$ cat src/rtl/sqmux_sel_ctrl.sv
// SELECT controller for the SQMUX clock-select mux: switches QMUXIN/SQHSCK only
// inside a gated drain/settle window, and falls back to QMUXIN on SQHSCK lock loss.
module sqmux_sel_ctrl #(
  parameter int unsigned DRAIN_CYCLES  = 4,
  parameter int unsigned SETTLE_CYCLES = 8,
  parameter int unsigned CNT_W         = 8
) (
  input  logic CLK,
  input  logic RESET_N,
  input  logic REQ_VALID,
  input  logic REQ_SEL,
  output logic REQ_READY,
  input  logic LOCK,
  output logic SELECT,
  output logic GATE_EN,
  output logic BUSY,
  output logic DONE,
  output logic ERR,
  output logic FALLBACK
);

  typedef enum logic [1:0] {
    ST_IDLE,
    ST_DRAIN,
    ST_SETTLE
  } state_e;

  localparam logic [CNT_W-1:0] DRAIN_LOAD  = CNT_W'(DRAIN_CYCLES - 1);
  localparam logic [CNT_W-1:0] SETTLE_LOAD = CNT_W'(SETTLE_CYCLES - 1);

  state_e           state_q, state_d;
  logic [CNT_W-1:0] cnt_q, cnt_d;
  logic             target_q, target_d;
  logic             select_q, select_d;
  logic             gate_en_q, gate_en_d;
  logic             busy_q, busy_d;
  logic             done_q, done_d;
  logic             err_q, err_d;
  logic             fallback_q, fallback_d;
  logic             lock_meta_q, lock_s_q;
  logic             req_ready;
  logic             accept;
  logic             lock_lost;

  always_ff @(posedge CLK or negedge RESET_N) begin
    if (!RESET_N) begin
      lock_meta_q <= 1'b0;
      lock_s_q    <= 1'b0;
    end else begin
      lock_meta_q <= LOCK;
      lock_s_q    <= lock_meta_q;
    end
  end

  // SQHSCK route is selected (or targeted) but its source is no longer locked.
  assign lock_lost = !lock_s_q;
  assign req_ready = (state_q == ST_IDLE) && !(select_q && lock_lost);
  assign accept    = REQ_VALID && req_ready;

  always_comb begin
    state_d    = state_q;
    cnt_d      = cnt_q;
    target_d   = target_q;
    select_d   = select_q;
    gate_en_d  = gate_en_q;
    busy_d     = busy_q;
    done_d     = 1'b0;
    err_d      = 1'b0;
    fallback_d = 1'b0;

    unique case (state_q)
      ST_IDLE: begin
        if (select_q && lock_lost) begin
          state_d    = ST_DRAIN;
          gate_en_d  = 1'b0;
          busy_d     = 1'b1;
          cnt_d      = DRAIN_LOAD;
          target_d   = 1'b0;
          fallback_d = 1'b1;
        end else if (accept) begin
          if (REQ_SEL == select_q) begin
            done_d = 1'b1;
          end else if (REQ_SEL && lock_lost) begin
            err_d = 1'b1;
          end else begin
            state_d   = ST_DRAIN;
            gate_en_d = 1'b0;
            busy_d    = 1'b1;
            cnt_d     = DRAIN_LOAD;
            target_d  = REQ_SEL;
          end
        end
      end

      ST_DRAIN: begin
        // Lock loss wins over the switch edge so SQHSCK is never selected unlocked.
        if (target_q && lock_lost) begin
          state_d   = ST_IDLE;
          gate_en_d = 1'b1;
          busy_d    = 1'b0;
          err_d     = 1'b1;
        end else if (cnt_q == '0) begin
          select_d = target_q;
          cnt_d    = SETTLE_LOAD;
          state_d  = ST_SETTLE;
        end else begin
          cnt_d = cnt_q - CNT_W'(1);
        end
      end

      ST_SETTLE: begin
        if (target_q && lock_lost) begin
          select_d   = 1'b0;
          cnt_d      = SETTLE_LOAD;
          target_d   = 1'b0;
          fallback_d = 1'b1;
        end else if (cnt_q == '0) begin
          gate_en_d = 1'b1;
          busy_d    = 1'b0;
          done_d    = 1'b1;
          state_d   = ST_IDLE;
        end else begin
          cnt_d = cnt_q - CNT_W'(1);
        end
      end

      default: begin
        state_d   = ST_IDLE;
        gate_en_d = 1'b1;
        busy_d    = 1'b0;
      end
    endcase
  end

  always_ff @(posedge CLK or negedge RESET_N) begin
    if (!RESET_N) begin
      state_q    <= ST_IDLE;
      cnt_q      <= '0;
      target_q   <= 1'b0;
      select_q   <= 1'b0;
      gate_en_q  <= 1'b1;
      busy_q     <= 1'b0;
      done_q     <= 1'b0;
      err_q      <= 1'b0;
      fallback_q <= 1'b0;
    end else begin
      state_q    <= state_d;
      cnt_q      <= cnt_d;
      target_q   <= target_d;
      select_q   <= select_d;
      gate_en_q  <= gate_en_d;
      busy_q     <= busy_d;
      done_q     <= done_d;
      err_q      <= err_d;
      fallback_q <= fallback_d;
    end
  end

  assign REQ_READY = req_ready;
  assign SELECT    = select_q;
  assign GATE_EN   = gate_en_q;
  assign BUSY      = busy_q;
  assign DONE      = done_q;
  assign ERR       = err_q;
  assign FALLBACK  = fallback_q;

  // The mux may only see SELECT move while the downstream gate is closed.
  a_select_gated : assert property (@(posedge CLK) disable iff (!RESET_N)
    (select_d != select_q) |-> (!gate_en_q && !gate_en_d));

endmodule

$ cat config.mk
export PLATFORM = sky130hd
export DESIGN_NAME = sqmux_sel_ctrl
export DESIGN_NICKNAME = d
export VERILOG_FILES = /design/src/rtl/sqmux_sel_ctrl.sv
export SDC_FILE = /design/constraint.sdc
export NUM_CORES = 1
export LEC_CHECK = 0
export BUFFER_PORTS_ARGS = -buffer_cell sky130_fd_sc_hd__buf_2
export CAP_MARGIN = 20
export CORE_UTILIZATION = 45
export CTS_CLUSTER_DIAMETER = 120
export DETAILED_ROUTE_END_ITERATION = 16
export PLACE_DENSITY = 0.67
export SYNTH_ARGS = -nofsm -noshare
export SYNTH_HDL_FRONTEND = slang
export SYNTH_SLANG_ARGS = --single-unit
$ cat constraint.sdc
create_clock -name CLK -period 1.68 [get_ports CLK]
set_input_delay 0.084 -clock CLK [delete_from_list [all_inputs] [get_ports CLK]]
set_output_delay 0.084 -clock CLK [all_outputs]
set_load 0.02 [all_outputs]
* Word-level counts from Yosys, hierarchy flattened
Cells that the tools add are included.
** Storage, ports and cells
- Bits in registers :: 19
** Operators by class
- Add/sub/neg operators :: 1
- Eq/ne operators :: 14
- Reduce and logical (&&, ||, !) cells :: 17
- Muxes and demuxes :: 56
** Operators by type and width (number)
- $mux 8 :: 8
- $mux 1 :: 31
- $pmux 8 s3 :: 1
- $reduce_and 6->1 :: 3
- $mux 2 :: 8
- $ne 2x2->1 const B :: 6
- $ne 3x3->1 const B :: 4
- $pmux 1 s2 :: 5
- $logic_not 8->1 :: 1
- $sub 8x1->8 const B :: 1
- $pmux 1 s3 :: 2
- $pmux 2 s3 :: 1
- $logic_and 1x1->1 :: 5
- $reduce_and 5->1 :: 1
- $reduce_and 4->1 :: 1
- $reduce_bool 2->1 :: 2
- $ne 3x2->1 const B :: 1
- $reduce_bool 3->1 :: 1
- $eq 2x1->1 const B :: 1
- $eq 2x2->1 const B :: 1
- $logic_not 1->1 :: 2
- $logic_not 2->1 :: 1
- $eq 1x1->1 :: 1

* Depth between registers and ports, before layout
- Depth in word-level cells :: 8
- Depth in mapped cells :: 7
- Mapped depth without buffers :: 6

* Least setup slack after synthesis
OpenSTA, ideal clock, no wires.
- Path type :: reg-to-reg
- From :: register cnt_q[2]
- To :: register cnt_q[1]
- Arrival :: 1.697 ns
- Path buffers :: 0
- Slack :: -0.142 ns
- Cell stages (with the launch flop) :: 6
- Data required time :: 1.555 ns
- Cell sequence :: dfrtp_1 nor4_2 nand2_1 or4_1 nand3_2 mux2_2
** Between the ends
- Word-level cells in the longest chain between the ends :: 4
** Ends and longest elaborated chain
- start: declaration :: RTL line 32 : logic [CNT_W-1:0] cnt_q, cnt_d;
- start signal: assignment :: RTL line 148 : cnt_q <= cnt_d;
- $logic_not 8->1 * :: RTL line 102, 117
- $mux 8 :: RTL line 102 : end else if (cnt_q == '0) begin
- $mux 8 :: RTL line 97 : if (target_q && lock_lost) begin
- $pmux 8 s3 :: RTL line 71 : unique case (state_q)
Every way passes the cells marked *; elsewhere a longest branch is shown, timed or not. The select of a mux whose other input is x is not followed.
A chain may end at the register's enable or synchronous reset.

* Worst setup path in the final report
- From :: register cnt_q[3]
- To :: register cnt_q[1]
Same word-level chain as after synthesis.

==> run_results.csv <==
group,metric,value,unit
status,status,"complete, but fails checks",
status,violations,"setup timing",
timing,skew,0.00230,ns
placement,port_buffers,11,
floorplanning,initial_core_util,0.475,
clock_tree,cts_made_buffers,3,
setup_path,critPathKind,"register to register",
placement,dp_slack,-0.212,ns
grt,grt.total_usage,0.256,
setup_path,critical_path_buf_inv_count,0,
route,drc,0,
timing,final.period_utilization,1.11,
timing,slew-limit-headroom,0.697,
layout,fin_area,0.00173,mm²
worst_hold_path,min_to,"DONE",
placement,placed_area,0.00149,mm²
power_and_ir_drop,vdd_drop_max,427,µV
job,drv_cap,0,
floorplanning,io_pins,12,
timing,worst_slack,-0.190,ns
route,ant_nets,0,
synth,synthCells,126,
grt,grt_max_degree,20,
setup_path,rr_endpoint,"cnt_q[1]",
timing,slew_violations,0,
route,viasPerCell,5.52,
setup_path,crit_chain,"nor4_4, nand2_1, or4_4, nand3_4, mux2_4",
power_and_ir_drop,p_comb_frac,0.038,
synth,yosysUniqueCellTypes,46,
timing,fmax,535,MHz
floorplanning,die_y,52.9,µm
clock_tree,cts_num_sinks,19,
setup_path,r2r_cells,5,
floorplanning,die_area,0.00280,mm²
synth,synth_seq_cells,19,
floorplanning,design.core.area,0.00245,mm²
clock_tree,clockBufferDepth,2,
timing,final_hold_viol_count,0,
clock_tree,cts_tree,"built",
timing,period_minus_slack,1.87,ns
setup_path,critPathTopFamily,"simple AND/OR/NAND/NOR gates",
worst_hold_path,hold_class,"input port to register",
synth,synth_nets,136,
grt,grt_remaining_overflow,0,
clock_tree,cts-root-buf,"clkbuf_4",
setup_path,critical_path_required,1.88,ns
layout,syn2layout_area_growth,48.5,%
synth,syn_area,0.00117,mm²
route,routed_wl,3180,µm
floorplanning,row_count,18,
power_and_ir_drop,power,0.736,mW
route,routedWlPerCell,15.3,µm
route,num_vias,1143,
worst_hold_path,hold_start,"REQ_VALID",
setup_path,cp_slowest_stage_delay,0.46,ns
power_and_ir_drop,leakage,0.822,nW
setup_path,slowest_stage,"or4_4",
setup_path,cp_max_fo,4,
timing,worstMarginPinSlew,0.450,ns
layout,nets,188,
power_and_ir_drop,p_int,0.558,mW
layout,final_core_util,0.705,
setup_path,critPathArrivalTime,2.07,ns
synth,syn_area_per_cell,9.25,µm²
setup_path,reg2reg_slack,-0.19,ns
grt,grt_pass1_vias,1126,
placement,post-dp-hpwl,2240,µm
power_and_ir_drop,power_frac_seq,0.627,
power_and_ir_drop,p_per_area,425,mW/mm²
timing,rsz0062_at_grt,"yes",
layout,fill_cells,175,
grt,antenna_found_initial,0,
setup_path,worstSetupStartpointType,"register",
route,dr.first_iter.drc_count,30,
setup_path,cp-end-kind,"register",
timing,hold_ws,0.0425,ns
power_and_ir_drop,switching_share,0.241,
worst_hold_path,hold_depth,3,
synth,yosysSeqAreaShare,0.409,
layout,drive_above_1_share,0.492,
floorplanning,die_w,52.9,µm
clock_tree,clkTransAtPathRegs,0.12,ns
timing,setup_viol,11,
clock_tree,ctsHtreeMaxLevel,1,
synth,yosysWarningCount,0,
route,first_pass_iters,4,
power_and_ir_drop,power_switching,0.177,mW
power_and_ir_drop,p_clk_frac,0.334,
layout,antenna_cells,0,
grt,grt_pass1_wl,5080,µm
setup_path,worstReg2RegStart,"cnt_q[3]",
clock_tree,clock_latency,0.31,ns
placement,place.gp.congestion,0.801,
-- layout by cell type, fill, tap and decap left out, drive strengths merged, types with 4 or more instances in the layout --
cell	netlist	final
buf	3	50
dfrtp	18	18
nand2	12	12
nor2	9	9
a21oi	9	9
inv	9	9
o21ai	9	9
nand3	6	6
ha	5	5
mux2	4	4
-- final cells by class --
type,count,area (µm²),share of cell area
multi-input cells,93,767,0.443
clock inverters,1,5.00,0.00289
flip-flops and latches,19,478,0.276
clock buffers,3,22.5,0.0130
inverters,9,36.3,0.0210
repair buffers,52,385,0.223
well taps,30,37.5,0.0217
-- sequential cells by signal, summed over array words and instances, names as in the netlist --
name and count:
SELECT 1, DONE 1, lock_s_q 1, state_q 2, target_q 1, cnt_q 8, ERR 1, BUSY 1
FALLBACK 1, lock_meta_q 1, GATE_EN 1
-- metal layers --
layer,up-vias,part of all wire,GRT usage
met5,-,0,0
met4,0,0.023,0.101
met3,9,0.025,0.0316
met2,30,0.54,0.473
met1,548,0.41,0.295
li1,556,-,-
-- metrics by stage --
step	setup TNS, ns	std cells
after global placement	-0.926	194
after CTS	-1.05	204
after floorplan	-0.355	126
after detailed placement	-1.61	194
after global routing	-1.78	207
final	-1.21	207
-- what timing repair did --
item,in CTS,in global routing
gates resized for setup,19,18
gates cloned,0,0
pin swaps,2,3
setup endpoints to repair,13,14
hold buffers,2,0
setup buffers,4,5
hold endpoints to repair,19,0
-- tightest hold or removal path: stages --
cell,delay (ns)
buf_2,0.12
nand3_1,0.07
nand2_1,0.05
-- cell usage after synthesis, drive strengths merged --
| cell type | number | area share |
|---|---|---|
| a211oi | 1 | 0.0064 |
| a21boi | 1 | 0.0064 |
| a21oi | 9 | 0.039 |
| a221o | 3 | 0.027 |
| a22oi | 1 | 0.0064 |
| a32o | 1 | 0.0086 |
| a32oi | 1 | 0.0075 |
| and2 | 3 | 0.018 |
| and3 | 3 | 0.016 |
| buf | 3 | 0.018 |
| clkbuf | 2 | 0.0064 |
| dfrtp | 18 | 0.39 |
| dfstp | 1 | 0.023 |
| ha | 5 | 0.054 |
| inv | 9 | 0.029 |
| mux2 | 4 | 0.039 |
| mux2i | 1 | 0.0086 |
| nand2 | 12 | 0.045 |
| nand2b | 1 | 0.0054 |
| nand3 | 6 | 0.030 |
| nand3b | 2 | 0.013 |
| nand4 | 1 | 0.0054 |
| nand4b | 1 | 0.0075 |
| nor2 | 9 | 0.029 |
| nor2b | 1 | 0.0054 |
| nor3 | 2 | 0.0086 |
| nor4 | 2 | 0.021 |
| o2111ai | 1 | 0.0075 |
| o211ai | 1 | 0.0064 |
| o21a | 1 | 0.0064 |
| o21ai | 9 | 0.039 |
| o22ai | 1 | 0.0054 |
| o2bb2ai | 1 | 0.0075 |
| o31ai | 1 | 0.0064 |
| o41ai | 1 | 0.0075 |
| or2 | 1 | 0.0054 |
| or2b | 1 | 0.0097 |
| or3 | 3 | 0.016 |
| or4 | 1 | 0.0064 |
| xnor2 | 1 | 0.0075 |
-- logic make-up after synthesis --
logic type	count (synthesis)	synth area share
buf+inv	14	0.0536
xor+xnor	1	0.00751
compound gates	33	0.187
fa+ha+maj	5	0.0536
mux	5	0.0472
simple gates	49	0.242
flops	19	0.409
-- worst max path at each step --
stage	startpoint	end	slack (ns)	cells past startpoint
floorplan	cnt_q[3]	cnt_q[1]	-0.1	5
finish	cnt_q[3]	cnt_q[1]	-0.19	5
CTS	state_q[1]	cnt_q[4]	-0.16	7
global route	cnt_q[3]	cnt_q[1]	-0.24	5
detailed placement	cnt_q[3]	BUSY	-0.21	5
global placement	cnt_q[3]	cnt_q[6]	-0.15	5
-- power groups by stage --
stage | registers, mW | clock network, mW | logic [mW]
after floorplan | 0.469 | 0 | 0.00607
after global placement | 0.470 | 0 | 0.0221
after detailed placement | 0.470 | 0 | 0.0244
after CTS | 0.461 | 0.251 | 0.0282
after global routing | 0.462 | 0.274 | 0.0316
final | 0.461 | 0.246 | 0.0282
No activity file was read; power rests on OpenSTA's default activity.
